**src/rtl/cga_tty.sv**
```systemverilog
// Teletype writer for the 80x25 CGA text buffer: prints bytes as char/attr pairs,
// handles CR/LF/BS/FF, scrolls by copying video RAM and drives the scanout cursor.
module cga_tty #(
  parameter int unsigned COLS  = 80,
  parameter int unsigned ROWS  = 25,
  parameter logic [7:0]  BLANK = 8'h20
) (
  input  logic        clock_25,
  input  logic        reset,
  input  logic [7:0]  in_data,
  input  logic [7:0]  in_attr,
  input  logic        in_valid,
  output logic        in_ready,
  output logic [12:0] address,
  output logic [7:0]  wdata,
  output logic        we,
  input  logic [7:0]  rdata,
  output logic [10:0] cursor,
  output logic        busy
);

  localparam int unsigned AW           = 13;
  localparam int unsigned CNT_W        = 12;
  localparam int unsigned ROW_W        = 5;
  localparam int unsigned COL_W        = 7;
  localparam int unsigned CUR_W        = 11;
  localparam int unsigned ROW_BYTES    = 2 * COLS;
  localparam int unsigned SCR_BYTES    = ROW_BYTES * (ROWS - 1);
  localparam int unsigned SCREEN_BYTES = ROW_BYTES * ROWS;
  localparam logic [AW-1:0]    VBASE      = 13'h1000;
  localparam logic [ROW_W-1:0] LAST_ROW   = ROW_W'(ROWS - 1);
  localparam logic [COL_W-1:0] LAST_COL   = COL_W'(COLS - 1);
  localparam logic [7:0]       RESET_ATTR = 8'h07;
  localparam logic [7:0]       CH_BS      = 8'h08;
  localparam logic [7:0]       CH_LF      = 8'h0A;
  localparam logic [7:0]       CH_FF      = 8'h0C;
  localparam logic [7:0]       CH_CR      = 8'h0D;

  typedef enum logic [2:0] {
    IDLE, PUT_CH, PUT_AT, ADV, SCR_RD, SCR_WR, CLR_ROW, CLS
  } state_t;

  state_t            state, state_n;
  logic [CNT_W-1:0]  cnt, cnt_n;
  logic [ROW_W-1:0]  row, row_n;
  logic [COL_W-1:0]  col, col_n;
  logic [7:0]        cur_attr, attr_n;
  logic [7:0]        ch, ch_n;
  logic [AW-1:0]     addr_n;
  logic [7:0]        wdata_q, wdata_n;
  logic              we_n;
  logic [CUR_W-1:0]  cursor_n;

  function automatic logic [CUR_W-1:0] cell_of(input logic [ROW_W-1:0] r,
                                               input logic [COL_W-1:0] c);
    return CUR_W'(CUR_W'(r) * CUR_W'(COLS) + CUR_W'(c));
  endfunction

  // The sync RAM returns the scroll source byte during the write cycle itself,
  // so the copy forwards rdata straight onto the write bus.
  assign wdata = (state == SCR_WR) ? rdata : wdata_q;

  // Next-state and next-output logic; registered outputs always describe the
  // state held in the state register.
  always_comb begin
    state_n  = state;
    cnt_n    = cnt;
    row_n    = row;
    col_n    = col;
    attr_n   = cur_attr;
    ch_n     = ch;
    addr_n   = address;
    wdata_n  = wdata_q;
    we_n     = 1'b0;
    cursor_n = cursor;
    unique case (state)
      IDLE: begin
        if (in_valid) begin
          ch_n   = in_data;
          attr_n = in_attr;
          case (in_data)
            CH_CR, CH_BS: state_n = ADV;
            CH_LF: begin
              if (row == LAST_ROW) begin
                state_n = SCR_RD;
                cnt_n   = '0;
                addr_n  = VBASE + AW'(ROW_BYTES);
              end else begin
                state_n = ADV;
              end
            end
            CH_FF: begin
              state_n = CLS;
              cnt_n   = '0;
              we_n    = 1'b1;
              addr_n  = VBASE;
              wdata_n = BLANK;
            end
            default: begin
              state_n = PUT_CH;
              we_n    = 1'b1;
              addr_n  = VBASE + AW'({cursor, 1'b0});
              wdata_n = in_data;
            end
          endcase
        end
      end
      PUT_CH: begin
        state_n = PUT_AT;
        we_n    = 1'b1;
        addr_n  = address + AW'(1);
        wdata_n = cur_attr;
      end
      PUT_AT: state_n = ADV;
      ADV: begin
        state_n = IDLE;
        case (ch)
          CH_CR: col_n = '0;
          CH_LF: row_n = row + ROW_W'(1);
          CH_BS: begin
            if (col != '0) begin
              col_n = col - COL_W'(1);
            end else if (row != '0) begin
              row_n = row - ROW_W'(1);
              col_n = LAST_COL;
            end
          end
          default: begin
            if (col == LAST_COL) begin
              col_n = '0;
              if (row == LAST_ROW) state_n = SCR_RD;
              else                 row_n = row + ROW_W'(1);
            end else begin
              col_n = col + COL_W'(1);
            end
          end
        endcase
        if (state_n == SCR_RD) begin
          cnt_n  = '0;
          addr_n = VBASE + AW'(ROW_BYTES);
        end else begin
          cursor_n = cell_of(row_n, col_n);
        end
      end
      SCR_RD: begin
        state_n = SCR_WR;
        we_n    = 1'b1;
        addr_n  = VBASE + AW'(cnt);
      end
      SCR_WR: begin
        if (cnt == CNT_W'(SCR_BYTES - 1)) begin
          state_n = CLR_ROW;
          cnt_n   = '0;
          we_n    = 1'b1;
          addr_n  = VBASE + AW'(SCR_BYTES);
          wdata_n = BLANK;
        end else begin
          state_n = SCR_RD;
          cnt_n   = cnt + CNT_W'(1);
          addr_n  = VBASE + AW'(ROW_BYTES) + AW'(cnt_n);
        end
      end
      CLR_ROW: begin
        if (cnt == CNT_W'(ROW_BYTES - 1)) begin
          state_n  = IDLE;
          row_n    = LAST_ROW;
          cursor_n = cell_of(LAST_ROW, col);
        end else begin
          cnt_n   = cnt + CNT_W'(1);
          we_n    = 1'b1;
          addr_n  = address + AW'(1);
          wdata_n = addr_n[0] ? cur_attr : BLANK;
        end
      end
      CLS: begin
        // cnt leaves reset all-ones so the first increment lands on byte 0
        if (cnt == CNT_W'(SCREEN_BYTES - 1)) begin
          state_n  = IDLE;
          row_n    = '0;
          col_n    = '0;
          cursor_n = '0;
        end else begin
          cnt_n   = cnt + CNT_W'(1);
          we_n    = 1'b1;
          addr_n  = VBASE + AW'(cnt_n);
          wdata_n = addr_n[0] ? cur_attr : BLANK;
        end
      end
    endcase
  end

  // State, bookkeeping and registered outputs.
  always_ff @(posedge clock_25 or posedge reset) begin
    if (reset) begin
      state    <= CLS;
      cnt      <= '1;
      row      <= '0;
      col      <= '0;
      cur_attr <= RESET_ATTR;
      ch       <= '0;
      address  <= '0;
      wdata_q  <= '0;
      we       <= 1'b0;
      cursor   <= '0;
      in_ready <= 1'b0;
      busy     <= 1'b1;
    end else begin
      state    <= state_n;
      cnt      <= cnt_n;
      row      <= row_n;
      col      <= col_n;
      cur_attr <= attr_n;
      ch       <= ch_n;
      address  <= addr_n;
      wdata_q  <= wdata_n;
      we       <= we_n;
      cursor   <= cursor_n;
      in_ready <= (state_n == IDLE);
      busy     <= (state_n != IDLE);
    end
  end

endmodule

```
**config.mk**
```make
export PLATFORM = sky130hd
export DESIGN_NAME = cga_tty
export DESIGN_NICKNAME = d
export VERILOG_FILES = /design/src/rtl/cga_tty.sv
export SDC_FILE = /design/constraint.sdc
export NUM_CORES = 1
export LEC_CHECK = 0
export ABC_CLOCK_PERIOD_IN_PS = 8450
export BUFFER_PORTS_ARGS = -buffer_cell sky130_fd_sc_hd__buf_2
export CORE_MARGIN = 4
export CORE_UTILIZATION = 35
export CTS_BUF_LIST = sky130_fd_sc_hd__clkbuf_8
export CTS_CLUSTER_DIAMETER = 60
export CTS_CLUSTER_SIZE = 30
export DETAILED_ROUTE_END_ITERATION = 12
export PLACE_DENSITY = 0.63
export SLEW_MARGIN = 40
export SYNTH_ARGS = -nofsm -noshare
export SYNTH_HDL_FRONTEND = slang
export SYNTH_SLANG_ARGS = --single-unit
```
**constraint.sdc**
```tcl
create_clock -name clock_25 -period 8.45 [get_ports clock_25]
set_clock_uncertainty 0.1 [all_clocks]
set_input_delay 1.69 -clock clock_25 [delete_from_list [all_inputs] [get_ports clock_25]]
set_output_delay 1.69 -clock clock_25 [all_outputs]
set_load 0.05 [all_outputs]
```
# Word-level counts from Yosys, hierarchy flattened
# Index checks and enable logic that the tools add are counted.
# Widths: inputs -> output; s select.
dict set report word_totals {
  register_bits 78
  output_inout_bits 35
  elab_cells 140
}
dict set report op_classes {
  addsub 12
  n_mul 1
  n_eq_ne 32
  n_mux 62
  reduce_logical 21
}
# operator count
set op_table {}
lappend op_table {{$pmux 13 s7} 1}
lappend op_table {{$mux 13} 6}
lappend op_table {{$mux 12} 6}
lappend op_table {{$pmux 12 s5} 1}
lappend op_table {{$eq 8x4->1 const B} 7}
lappend op_table {{$mux 8} 7}
lappend op_table {{$add 13x12->13 const A} 4}
lappend op_table {{$pmux 8 s5} 1}
lappend op_table {{$pmux 13 s3} 1}
lappend op_table {{$mux 5} 7}
lappend op_table {{$mux 7} 5}
lappend op_table {{$mux 11} 3}
lappend op_table {{$pmux 11 s3} 1}
lappend op_table {{$pmux 5 s3} 2}
lappend op_table {{$eq 12x12->1 const B} 2}
lappend op_table {{$mux 3} 8}
lappend op_table {{$pmux 12 s2} 1}
lappend op_table {{$pmux 3 s8} 1}
lappend op_table {{$pmux 7 s3} 1}
lappend op_table {{$ne 2x2->1 const B} 9}
lappend op_table {{$pmux 8 s2} 1}
lappend op_table {{$eq 3x3->1 const B} 5}
lappend op_table {{$reduce_bool 5->1} 3}
lappend op_table {{$pmux 7 s2} 1}
lappend op_table {{other kinds (32)} 44}

# Logic depth before layout (Yosys ltp)
# Gate-level depths: netlist (run 1).
dict set report depth {
  depth_word 9
  ltp_mapped 19
  depth_no_buf 17
}

# Worst setup path before layout (run 1)
# Ideal clock, no wire load.
dict set report synth_timing {
  kind {flip-flop to flip-flop}
  start {reg row[0]}
  end {reg cursor[10]}
  arrival_time_ps 4011
  slack_ps 4202
  path_stages_with_launch 18
  n_path_buf 1
  cell_sequence {dfrtp_1 -> inv_1 -> ha_1 -> and4b_1 -> clkbuf_1 -> or3_1 -> o21a_1 -> a221oi_2 -> o21ai_0 -> ha_1 -> ha_1 -> fa_1 -> nand3_1 -> or3_1 -> nand3_1 -> nand2_1 -> mux2i_1 -> a211oi_2}
}
dict set report synth_via {
  elab_chain_cells 9
}
# element line
set synth_lines {}
lappend synth_lines {{start, declared} 45} ;# logic [ROW_W-1:0] row, row_n;
lappend synth_lines {{start signal, assigned} 210} ;# row <= row_n;
lappend synth_lines {{$add 5x1->5 (tied with other cells)} {119, 132}}
lappend synth_lines {{$mux 5 (on tied branches)} {131, 123}}
lappend synth_lines {{$mux 5 (on tied branches)} {129, 121}}
lappend synth_lines {{$pmux 5 s3} 117} ;# case (ch)
lappend synth_lines {{$mux 5} 76} ;# unique case (state)
lappend synth_lines {{$mul 5x3->7} 56} ;# return CUR_W'(CUR_W'(r) * CUR_W'(COLS) + CUR_W'(c));
lappend synth_lines {{$add 11x7->11} 56}
lappend synth_lines {{$mux 11} 138} ;# if (state_n == SCR_RD) begin
lappend synth_lines {{$pmux 11 s3} 76}
lappend synth_lines {{end signal, assigned} 217} ;# cursor <= cursor_n;
lappend synth_lines {{end, declared} 18} ;# output logic [10:0] cursor,
# Several ways; a longest one is shown, not always the timed one. The select of a mux whose other input is x is not followed.
# A chain may end at the register's enable or synchronous reset.

# Worst setup path in the final report (run 1)
# Ends and elaborated chain as after synthesis.

==> results.yml, run 1 <==
sta:
  finalHoldViolations: 0
  grt_setup_unrepaired: "false"
  maxSlewViolCount: 0
  tns_ns: 0
  setup-violations-final: 0
  finalCritPeriodShare: 0.550
  fin_crit_ns: 4.65
  fmax_ghz: 0.215
  relSlewSlack: 0.435
  tightestPinTransition_ns: 0.845
finish:
  layout-drive-gt1-share: 0.187
  area_growth_pct: 10.0
  final_core_util: 0.391
  final_cells: 1010
  final_cell_mix: "nand2_1 (106), nor2_1 (67), buf_2 (61)"
  fin_area_sq_mm: 0.00674
  n_antenna_cell: 0
  fillCellCount: 1799
  nNetsFinal: 827
  layout_commonest_cell: "nand2_1"
synth:
  syn_area_sq_mm: 0.00612
  synth_xor_area_frac: 0.0486
  synthAdderAreaFrac: 0.0433
  avgSynthCellArea_sq_um: 8.13
  ys_seq_area_frac: 0.323
  synth_warnings: 0
  synth_top_cell_by_area: "dfrtp_1"
  synthMuxAreaShare: 0.0560
  synthFlopType: "dfrtp_1"
  async_reset_ff_frac: 1.00
  synth_top_family_by_area: "compound AO/OA/AOI/OAI gates"
  syn_inst: 753
  synthSimpleGateAreaFrac: 0.239
  synth_compound_area_frac: 0.244
  synth_cell_types: 80
  synthesis.nets: 800
  yosysTopAreaCellShare: 0.241
  ys_top_cells_by_area: "dfrtp_1 (24%), dfstp_2 (8.2%), nand2_1 (6.5%), o21ai_0 (4.8%), mux2_2 (4.8%)"
  ys_ff_latch: 78
  synth_edf_count: 0
worst_setup_path:
  r2r_start: "row[0]"
  crit_required_ns: 8.58
  slowest_delay_ns: 0.57
  path_cells: "inv_1 > ha_1 > and4b_1 > or3_1 > o21a_1 > a221oi_2 > o21ai_0 > ha_1 > ha_1 > fa_1 > nand3_1 > or3_1 > nand3_1 > nand2_1 > mux2i_1 > a211oi_2"
  startpoint: "row[0]"
  worstSetupEndpointType: "flop"
  start_kind: "flop"
  critPathArrivalTime_ns: 4.78
  cp_slowest_cell: "fa_1"
  critical_path_class: "flop to flop"
  path_delay_family: "adder cells"
  path_common_cell: "ha_1"
  cp_num_buf_inv: 1
  path_max_fanout: 7
routing:
  vias: 5845
  ant_nets: 0
  drt-initial-drc-count: 681
  wl_mm: 18.7
  route.detailed.drc: 0
  drt_pass1_iterations: 5
  wl_per_cell_microns: 18.5
  vias_per_cell: 5.79
floorplanning:
  die_w_microns: 140
  die_y_microns: 140
  rows: 48
  start_util: 0.355
  design.core.area_sq_mm: 0.0172
  die_area_sq_mm: 0.0197
  ios: 62
placement:
  portBuffers: 61
  dp_cells: 994
  placed_area_sq_mm: 0.00654
  place_hpwl_mm: 13.7
  routabilityCongestion: 0.934
global_route:
  first_global_vias: 5432
  antenna_found_initial: 1
  grt_max_degree: 79
  grtUsageTotal: 0.188
  grt_pass1_wl_mm: 29.8
  grt_overflow: 0
power:
  vdd_drop_max_mv: 0.244
  power_density_mw_per_mm2: 357
  power.leakage_nw: 2.74
status:
  outcome: "finished, final reports clean"
clock_network:
  ctsHoldBuffers: 0
  cts_max_level: 3
  root_buffer: "clkbuf_8"
  ctsResizeCount: 0
  cts.sinks: 78
  cts_setup_buffers: 0
  cts.path.max_buffers: 2
  insertion_delay_ns: 0.38
  cts_inserted_buffers: 9
  path_clk_slew_ns: 0.09
  cts_tree: "yes"
min_path:
  hold_start: "cur_attr[6]"
  holdCritPathClass: "flop to flop"
run:
  maxCapViolations: 0
==> synthesized netlist by cell type, drive strengths merged, types with 5 or more instances <==
cell	count
or3	12
nand3	31
a22o	17
buf	17
xor2	12
nand4	9
a211oi	5
inv	17
and3	5
nor3	22
o21ai	63
ha	18
xnor2	22
nor4	8
dfrtp	59
nor2	68
o31ai	8
nor2b	10
a221oi	6
or2	5
a21oi	45
nand2	106
mux2i	5
a222oi	5
mux2	26
and2	6
clkbuf	32
dfstp	19
o21a	6
a22oi	5
o22ai	5
a31oi	15
==> layout make-up <==
class,instances,area [sq um],share of cell area
clock buffer,10,138,0.0204
multi-input combinational,608,3870,0.575
clock inverter,6,55.1,0.00817
sequential,78,1980,0.293
inverter,18,68.8,0.0102
timing repair buffer,65,345,0.0513
tap,225,282,0.0418
==> cells by family after synthesis <==
logic type,count (synthesis)
muxes,31
AOI/OAI and AO/OA,220
adders and majority gates,20
DFF,78
and+or+nand+nor,303
xor gates and xnor gates,34
buffers and inverters,67
==> metal layers <==
layer / global-route usage / share of wire / vias to the layer above
li1: - / - / 2807
met3: 0.0457 / 0.070 / 23
met4: 0.0490 / 0.014 / 2
met1: 0.277 / 0.48 / 2810
met5: 0 / 0.00037 / -
met2: 0.277 / 0.43 / 203
==> path summary, 6_finish.rpt <==
path | endpoint | cells past startpoint | slack [ns]
hold / removal | cur_attr[6] | 1 | 0.41
setup reg to reg | cursor[10] | 16 | 3.80
setup / recovery | cursor[10] | 16 | 3.80
max in group asynchronous | in_ready | 3 | 6.42
hold reg to reg | cur_attr[6] | 1 | 0.41
min in group asynchronous | cursor[9] | 3 | 1.38
==> through the flow <==
stage	power, mW	hold WS (ns)	setup WS, ns
after CTS	2.41	0.418	3.84
after global placement	2.10	0.390	3.98
after detailed placement	2.11	0.397	3.87
after global routing	2.58	0.438	3.51
after floorplan	1.77	0.378	4.20
final	2.41	0.412	3.80
==> where the power goes <==
part           switching [mW]  total, mW  internal (mW)
combinational           0.884       1.36          0.472
sequential              0.225      0.759          0.534
clock                   0.148      0.290          0.142
total                    1.26       2.41           1.15
==> sequential cells by signal (all words and copies together) (netlist names) <==
name and flops:
ch 8, we 1, wdata_q 8, cur_attr 8, in_ready 1, col 7
state 3, address 13, busy 1, cursor 11, cnt 12, row 5
==> worst register-to-register path: stages (launching register included) <==
cell,delay [ns]
dfrtp_1,0.44
inv_1,0.11
ha_1,0.25
and4b_1,0.29
or3_1,0.46
o21a_1,0.20
a221oi_2,0.32
o21ai_0,0.28
ha_1,0.37
ha_1,0.23
fa_1,0.57
nand3_1,0.11
or3_1,0.38
nand3_1,0.09
nand2_1,0.05
mux2i_1,0.18
a211oi_2,0.06
Note: power is estimated with default switching activity, not from simulation.
==> inputs of run 2 (changes only) <==
- ABC_CLOCK_PERIOD_IN_PS: 8450 -> 4019
- PLACE_DENSITY: 0.63 -> 0.65
- clock period: 8.45 -> 4.02 ns (I/O delays scaled with it)
==> run 2 against run 1 <==
Wire length up 3.2%. Power rose by 120%. Worst setup slack got worse by 3.7 ns. First-iteration DRC count down 9.0%. Die area unchanged. Critical path depth stayed put. Critical path type unchanged. Largest cell class unchanged. Largest power group unchanged.
==> results.yml, run 2 (synthesis results as in run 1) <==
placement:
  portBuffers: 61
  place_hpwl_mm: 14.5
  dp_cells: 1036
  routabilityCongestion: 0.933
run:
  maxCapViolations: 0
floorplanning:
  rows: 48
  die_w_microns: 140
  die_y_microns: 140
  start_util: 0.355
  die_area_sq_mm: 0.0197
  design.core.area_sq_mm: 0.0172
  ios: 62
clock_network:
  cts_max_level: 3
  cts.sinks: 78
  insertion_delay_ns: 0.37
  path_clk_slew_ns: 0.08
  cts_inserted_buffers: 9
  cts_tree: "yes"
  cts.path.max_buffers: 2
  root_buffer: "clkbuf_8"
sta:
  relSlewSlack: 0.483
  tightestPinTransition_ns: 0.776
  hold_slack_ns: 0.324
  finalCritPeriodShare: 0.964
  maxSlewViolCount: 0
  fin_crit_ns: 3.87
  fmax_ghz: 0.258
  setup-violations-final: 0
  finalHoldViolations: 0
routing:
  vias_per_cell: 5.81
  wl_per_cell_microns: 18.3
  ant_nets: 0
  route.detailed.drc: 0
  wl_mm: 19.3
  drt_pass1_iterations: 6
  vias: 6132
  drt-initial-drc-count: 620
finish:
  largestRegisters: "address: 13 flops, cnt: 12 flops, cursor: 11 flops"
  regMostFlops: "address"
  final_core_util: 0.415
  layout-drive-gt1-share: 0.249
  final_cells: 1055
  n_antenna_cell: 0
  layout_commonest_cell: "nand2_1"
  largest_reg_flops: 13
  final_cell_mix: "nand2_1 (106), nor2_1 (67), buf_2 (61)"
  area_growth_pct: 16.9
  nNetsFinal: 872
worst_setup_path:
  critPathArrivalTime_ns: 4.02
  crit_required_ns: 4.17
  path_max_fanout: 5
  critical_path_class: "flop to flop"
  start_kind: "flop"
  worstSetupEndpointType: "flop"
power:
  vdd_drop_max_mv: 0.512
  power.leakage_nw: 2.97
  power_density_mw_per_mm2: 743
min_path:
  holdCritPathClass: "primary input to asynchronous set/reset pin"
global_route:
  grtUsageTotal: 0.192
  first_global_vias: 5702
  grt_pass1_wl_mm: 30.7
  antenna_found_initial: 1
  grt_overflow: 0
  grt_max_degree: 49
status:
  outcome: "finished, final reports clean"
-- run 2: path summary, 6_finish.rpt --
check                              to        from  slack, ns  cells after the start
setup / recovery           cursor[10]      row[1]       0.15                     16
hold reg to reg            wdata_q[2]  wdata_q[2]       0.41                      1
setup reg to reg           cursor[10]      row[1]       0.15                     16
min in group clock_25      wdata_q[2]  wdata_q[2]       0.41                      1
hold / removal              cursor[8]       reset       0.32                      2
max in group asynchronous      cnt[9]       reset       2.82                      3
-- run 2: timing repair --
item / CTS / global route
endpoints found under the setup margin: 0 / 2
hold buffers: 0 / 0
gates resized for setup: 0 / 14
buffers inserted: 0 / 3
-- run 2: metal layers --
layer | GRT usage | wire (microns)
met1 | 0.282 | 9060
met2 | 0.282 | 8130
met3 | 0.0324 | 1560
met4 | 0.0734 | 543
met5 | 0 | 7
-- run 2: critical path: stages (launching register included) --
cell and delay [ns]:
dfrtp_1 0.38, inv_2 0.08, ha_4 0.18, and4b_1 0.20, or3_4 0.41, o21a_1 0.20
a221oi_4 0.26, xnor2_1 0.15, ha_1 0.26, ha_4 0.18, fa_2 0.53, nand3_1 0.08
or3_4 0.37, nand3_1 0.08, nand2_1 0.05, mux2i_1 0.17, a211oi_2 0.06
-- run 2: power by group --
| part | switching [mW] | total, mW | leakage, nW | internal [mW] |
|---|---|---|---|---|
| logic | 2.06 | 3.26 | 1.95 | 1.19 |
| clock network | 0.301 | 0.581 | 0.107 | 0.279 |
| registers | 0.356 | 1.48 | 0.910 | 1.13 |
-- run 2: stage by stage --
| step | setup TNS [ns] | instance area (sq um) | power [mW] | setup WS [ns] |
|---|---|---|---|---|
| detailed placement | 0 | 6880 | 4.66 | 0.0657 |
| global placement | 0 | 6870 | 4.64 | 0.117 |
| CTS | 0 | 7060 | 5.26 | 0.0407 |
| floorplan | 0 | 6150 | 3.74 | 0.0201 |
| global route | -0.0251 | 7160 | 5.71 | -0.0251 |
| finish | 0 | 7160 | 5.32 | 0.147 |
-- run 2: cell type report --
class,instances,area (sq um)
Clock buffer,9,124
Sequential cell,78,1980
Clock inverter,7,60.1
Multi-Input combinational cell,608,3970
Timing Repair Buffer,110,673
Tap cell,225,282
Fill cell,1752,10100
Inverter,18,72.6
